--- config.mk ---
export PLATFORM = sky130hd
export DESIGN_NAME = piso_bidir_shift_tx
export DESIGN_NICKNAME = d
export VERILOG_FILES = /design/src/rtl/piso_bidir_shift_tx.sv
export SDC_FILE = /design/constraint.sdc
export NUM_CORES = 1
export LEC_CHECK = 0
export BUFFER_PORTS_ARGS = -buffer_cell sky130_fd_sc_hd__clkbuf_2
export CORE_AREA = 2 2 39 41
export DETAILED_ROUTE_END_ITERATION = 6
export DIE_AREA = 0 0 41 43
export GPL_ROUTABILITY_DRIVEN = 0
export GPL_TIMING_DRIVEN = 0
export PLACE_DENSITY = 0.74
export SLEW_MARGIN = 20
export SYNTH_ARGS = -nofsm -noshare
export SYNTH_HDL_FRONTEND = slang
export SYNTH_SLANG_ARGS = --single-unit
--- constraint.sdc ---
create_clock -name clk -period 2.85 [get_ports clk]
set_clock_uncertainty 0.05 [all_clocks]
set_input_delay 0.57 -clock clk [delete_from_list [all_inputs] [get_ports clk]]
set_output_delay 0.57 -clock clk [all_outputs]
set_load 0.05 [all_outputs]
--- src/rtl/piso_bidir_shift_tx.sv ---
// piso_bidir_shift_tx: parallel-in serial-out transmitter with selectable bit order.
// An accepted word is sent one bit per cycle, MSB first (shift_left=1) or LSB first
// (shift_left=0). bit_valid qualifies each frame bit, and done pulses for one cycle
// when the frame completes.
// Optional feature: define PARITY_EN to append an even-parity bit after the data bits.
// Ports:
//   clk, rst                 clock, synchronous active-high reset
//   load_valid / load_ready  parallel word handshake (ready only while idle)
//   data_in, shift_left      word and direction, sampled at accept
//   serial_out, bit_valid    registered serial stream
//   busy, done               frame in progress / end-of-frame pulse
`timescale 1ns/1ps

module piso_bidir_shift_tx #(
    parameter int unsigned WIDTH = 4
) (
    input  logic             clk,
    input  logic             rst,
    input  logic             load_valid,
    output logic             load_ready,
    input  logic [WIDTH-1:0] data_in,
    input  logic             shift_left,
    output logic             serial_out,
    output logic             bit_valid,
    output logic             busy,
    output logic             done
);

    localparam int unsigned CW = $clog2(WIDTH + 1);
    localparam logic [CW-1:0] LAST = CW'(WIDTH - 1);

    localparam logic [1:0] IDLE  = 2'd0;
    localparam logic [1:0] SHIFT = 2'd1;
`ifdef PARITY_EN
    localparam logic [1:0] PAR   = 2'd2;
`endif

    logic [1:0]       state_q, state_d;
    logic [WIDTH-1:0] sr_q, sr_d;
    logic [CW-1:0]    cnt_q, cnt_d;
    logic             dir_q, dir_d;
    logic             so_q, so_d;
    logic             bv_q, bv_d;
    logic             done_q, done_d;
    logic             ready_q, ready_d;
    logic             busy_q, busy_d;
`ifdef PARITY_EN
    logic             par_q, par_d;
`endif

    // Next-state and output logic. The first frame bit is taken straight from data_in
    // at accept so it appears in the cycle right after the accept edge.
    always_comb begin
        state_d = state_q;
        sr_d    = sr_q;
        cnt_d   = cnt_q;
        dir_d   = dir_q;
        so_d    = 1'b0;
        bv_d    = 1'b0;
        done_d  = 1'b0;
`ifdef PARITY_EN
        par_d   = par_q;
`endif
        case (state_q)
            IDLE: begin
                if (load_valid) begin
                    sr_d    = data_in;
                    dir_d   = shift_left;
                    cnt_d   = '0;
                    so_d    = shift_left ? data_in[WIDTH-1] : data_in[0];
                    bv_d    = 1'b1;
                    state_d = SHIFT;
`ifdef PARITY_EN
                    par_d   = ^data_in;
`endif
                end
            end
            SHIFT: begin
                sr_d = dir_q ? (sr_q << 1) : (sr_q >> 1);
                if (cnt_q == LAST) begin
`ifdef PARITY_EN
                    state_d = PAR;
                    so_d    = par_q;
                    bv_d    = 1'b1;
`else
                    state_d = IDLE;
                    done_d  = 1'b1;
`endif
                end else begin
                    // Next bit sits one position inward from the edge just sent.
                    cnt_d = cnt_q + CW'(1);
                    so_d  = dir_q ? sr_q[WIDTH-2] : sr_q[1];
                    bv_d  = 1'b1;
                end
            end
`ifdef PARITY_EN
            PAR: begin
                state_d = IDLE;
                done_d  = 1'b1;
            end
`endif
            default: state_d = IDLE;
        endcase
        ready_d = (state_d == IDLE);
        busy_d  = ~ready_d;
    end

    // State and output registers.
    always_ff @(posedge clk) begin
        if (rst) begin
            state_q <= IDLE;
            sr_q    <= '0;
            cnt_q   <= '0;
            dir_q   <= 1'b0;
            so_q    <= 1'b0;
            bv_q    <= 1'b0;
            done_q  <= 1'b0;
            ready_q <= 1'b1;
            busy_q  <= 1'b0;
`ifdef PARITY_EN
            par_q   <= 1'b0;
`endif
        end else begin
            state_q <= state_d;
            sr_q    <= sr_d;
            cnt_q   <= cnt_d;
            dir_q   <= dir_d;
            so_q    <= so_d;
            bv_q    <= bv_d;
            done_q  <= done_d;
            ready_q <= ready_d;
            busy_q  <= busy_d;
`ifdef PARITY_EN
            par_q   <= par_d;
`endif
        end
    end

    assign load_ready = ready_q;
    assign busy       = busy_q;
    assign serial_out = so_q;
    assign bit_valid  = bv_q;
    assign done       = done_q;

endmodule

==> flow_metrics.env <==
export IMPL_status="completed"
export IMPL_grt_pass1_vias=445
export IMPL_cts_buffers_inserted=3
export IMPL_mostFrequentLayoutCell="dfxtp_1"
export IMPL_final_cell_mix="dfxtp_1, clkbuf_2, a21oi_1"
export IMPL_placed_cell_area_um2=742
export IMPL_path_max_fanout=9
export IMPL_top_layer="met4"
export IMPL_wl_per_cell_um=11.6
export IMPL_syn_avg_cell_area_um2=10.0
export IMPL_cts_tree="built"
export IMPL_synth_nets=77
export IMPL_required_ns=3.02
export IMPL_fin_tns_setup_ns=0
export IMPL_fp_dieArea_mm2=0.00176
export IMPL_clk_pin_slew_ns=0.09
export IMPL_clk_latency_ns=0.28
export IMPL_wl_met2_um=505
export IMPL_startpoint="cnt_q[0]"
export IMPL_dp_hpwl_um=841
export IMPL_rsz0062_at_grt="no"
export IMPL_yosysUniqueCellTypes=25
export IMPL_grt_ovfl_total=0
export IMPL_synth_edf_count=0
export IMPL_period_needed_ns=1.67
export IMPL_via_count=518
export IMPL_max_freq_mhz=599
export IMPL_cts_path_max_buffers=2
export IMPL_drt_iter0_drc=24
export IMPL_r2r_start="cnt_q[0]"
export IMPL_synthArstFlopShare_pct=0
export IMPL_hold_viol=0
export IMPL_final_area_um2=769
export IMPL_ys_seq_area_share_pct=45.4
export IMPL_cts_sinks=15
export IMPL_synth_warnings=0
export IMPL_hp_start="cnt_q[0]"
export IMPL_antenna_cells=0
export IMPL_postCtsSetupBuffers=0
export IMPL_ioPinCount=13
export IMPL_cp_arrival_ns=1.84
export IMPL_fin_crit_sh_pct=58.6
export IMPL_finalMaxSlewViolations=0
export IMPL_io_buffers=12
export IMPL_start_util_pct=47.8
export IMPL_netlist_instances=66
export IMPL_grt_pass1_wl_um=1850
export IMPL_syn_to_final_growth_pct=16.3
export IMPL_yosys_most_used_dff="dfxtp_1"
export IMPL_power_per_cell_area_mw_per_mm2=520
export IMPL_firstDrtPassIters=4
export IMPL_nNetsFinal=94
export IMPL_drc_errors=0
export IMPL_grt_start_max_net_pins=11
export IMPL_clock_root_buffer="clkbuf_4"
export IMPL_grt_antenna_before_repair=0
export IMPL_fin_ws_ns=1.18
export IMPL_htreeDepth=1
export IMPL_grt_usage_pct=15.6
export IMPL_viasPerCell=5.29
export IMPL_holdBufCountCts=0
export IMPL_wl_met3_um=75
export IMPL_irDropWorstVdd_v=0.000254
export IMPL_synth_seq_cells=15
export IMPL_die_h_um=43
export IMPL_fp_row_count=14
export IMPL_finalSetupViolations=0
export IMPL_pre_cts_slack_ns=1.19
export IMPL_path_class="flop to flop"
export IMPL_die_w_um=41
export IMPL_crit_path_start_kind="flop"
export IMPL_ant_nets=0
export IMPL_cap_violations=0
export IMPL_netlist_area_um2=662
export IMPL_cp_end_kind="flop"
export IMPL_met1_length_um=542
export IMPL_drive_above_1_share_pct=31.7
export IMPL_coreArea_mm2=0.00138
export IMPL_cts_resized=0
export IMPL_min_path_type="flop to flop"
export IMPL_routed_wl_um=1130
export IMPL_power_mw=0.400
export IMPL_power_leakage_nw=0.336
==> worst max-delay path, stage by stage (launching register included) <==
cell     delay [ns]
dfxtp_1        0.34
ha_1           0.22
ha_1           0.17
or3b_1         0.33
buf_2          0.17
or2_0          0.20
a21oi_1        0.13
==> registers in the layout (all words and copies together), names as in the netlist <==
signal and count:
sr_q 4, cnt_q 3, state_q 2, bit_valid 1
busy 1, dir_q 1, done 1, load_ready 1
serial_out 1
==> synthesized netlist by cell type, types with 3 or more instances <==
master,number,area (um^2)
a21oi_1,6,30.0
dfxtp_1,15,300
ha_1,3,37.5
inv_1,4,15.0
mux2_2,4,45.0
mux2i_1,3,30.0
nor2_1,3,11.3
nor3_1,3,15.0
nor3b_1,3,22.5
==> where the power goes <==
group / leakage (nW) / switching [mW] / total, mW / internal (mW)
Combinational: 0.195 / 0.0301 / 0.0536 / 0.0236
Sequential: 0.123 / 0.00663 / 0.226 / 0.219
Clock: 0.0177 / 0.0688 / 0.121 / 0.0521
Total: 0.336 / 0.105 / 0.400 / 0.295
==> stage by stage <==
stage	hold WS [ns]	std cells	util (%)
CTS	0.446	98	55.6
global route	0.473	98	55.6
global placement	0.417	94	53.6
finish	0.439	98	55.6
detailed placement	0.431	94	53.6
floorplan	0.406	66	-
==> logic make-up after synthesis <==
family | after synthesis | synth area share (%)
other | 1 | 0.567
muxes | 7 | 11.3
and+or+nand+nor | 18 | 15.7
buffers and inverters | 8 | 5.48
DFF | 15 | 45.4
adders and majority gates | 3 | 5.67
AOI/OAI and AO/OA | 14 | 15.9
==> area by class of cell <==
class	count	area (um^2)
fill	121	614
multi-input combinational	43	325
sequential	15	300
timing repair buffer	12	60.1
clock buffer	3	22.5
buffer	4	21.3
tap	16	20.0
inverter	4	15.0
clock inverter	1	5.00
==> final timing paths <==
path,endpoint,slack [ns],depth (start not counted)
max,cnt_q[0],1.18,6
max reg2reg,cnt_q[0],1.18,6
min reg2reg,cnt_q[0],0.44,2
min,cnt_q[0],0.44,2
==> layer usage <==
metal,vias to the layer above,global-route usage [%]
met5,-,0
met4,0,6.00
met3,2,4.71
met2,16,21.3
met1,235,22.3
li1,265,-
Power figures use the tool's default switching activity.
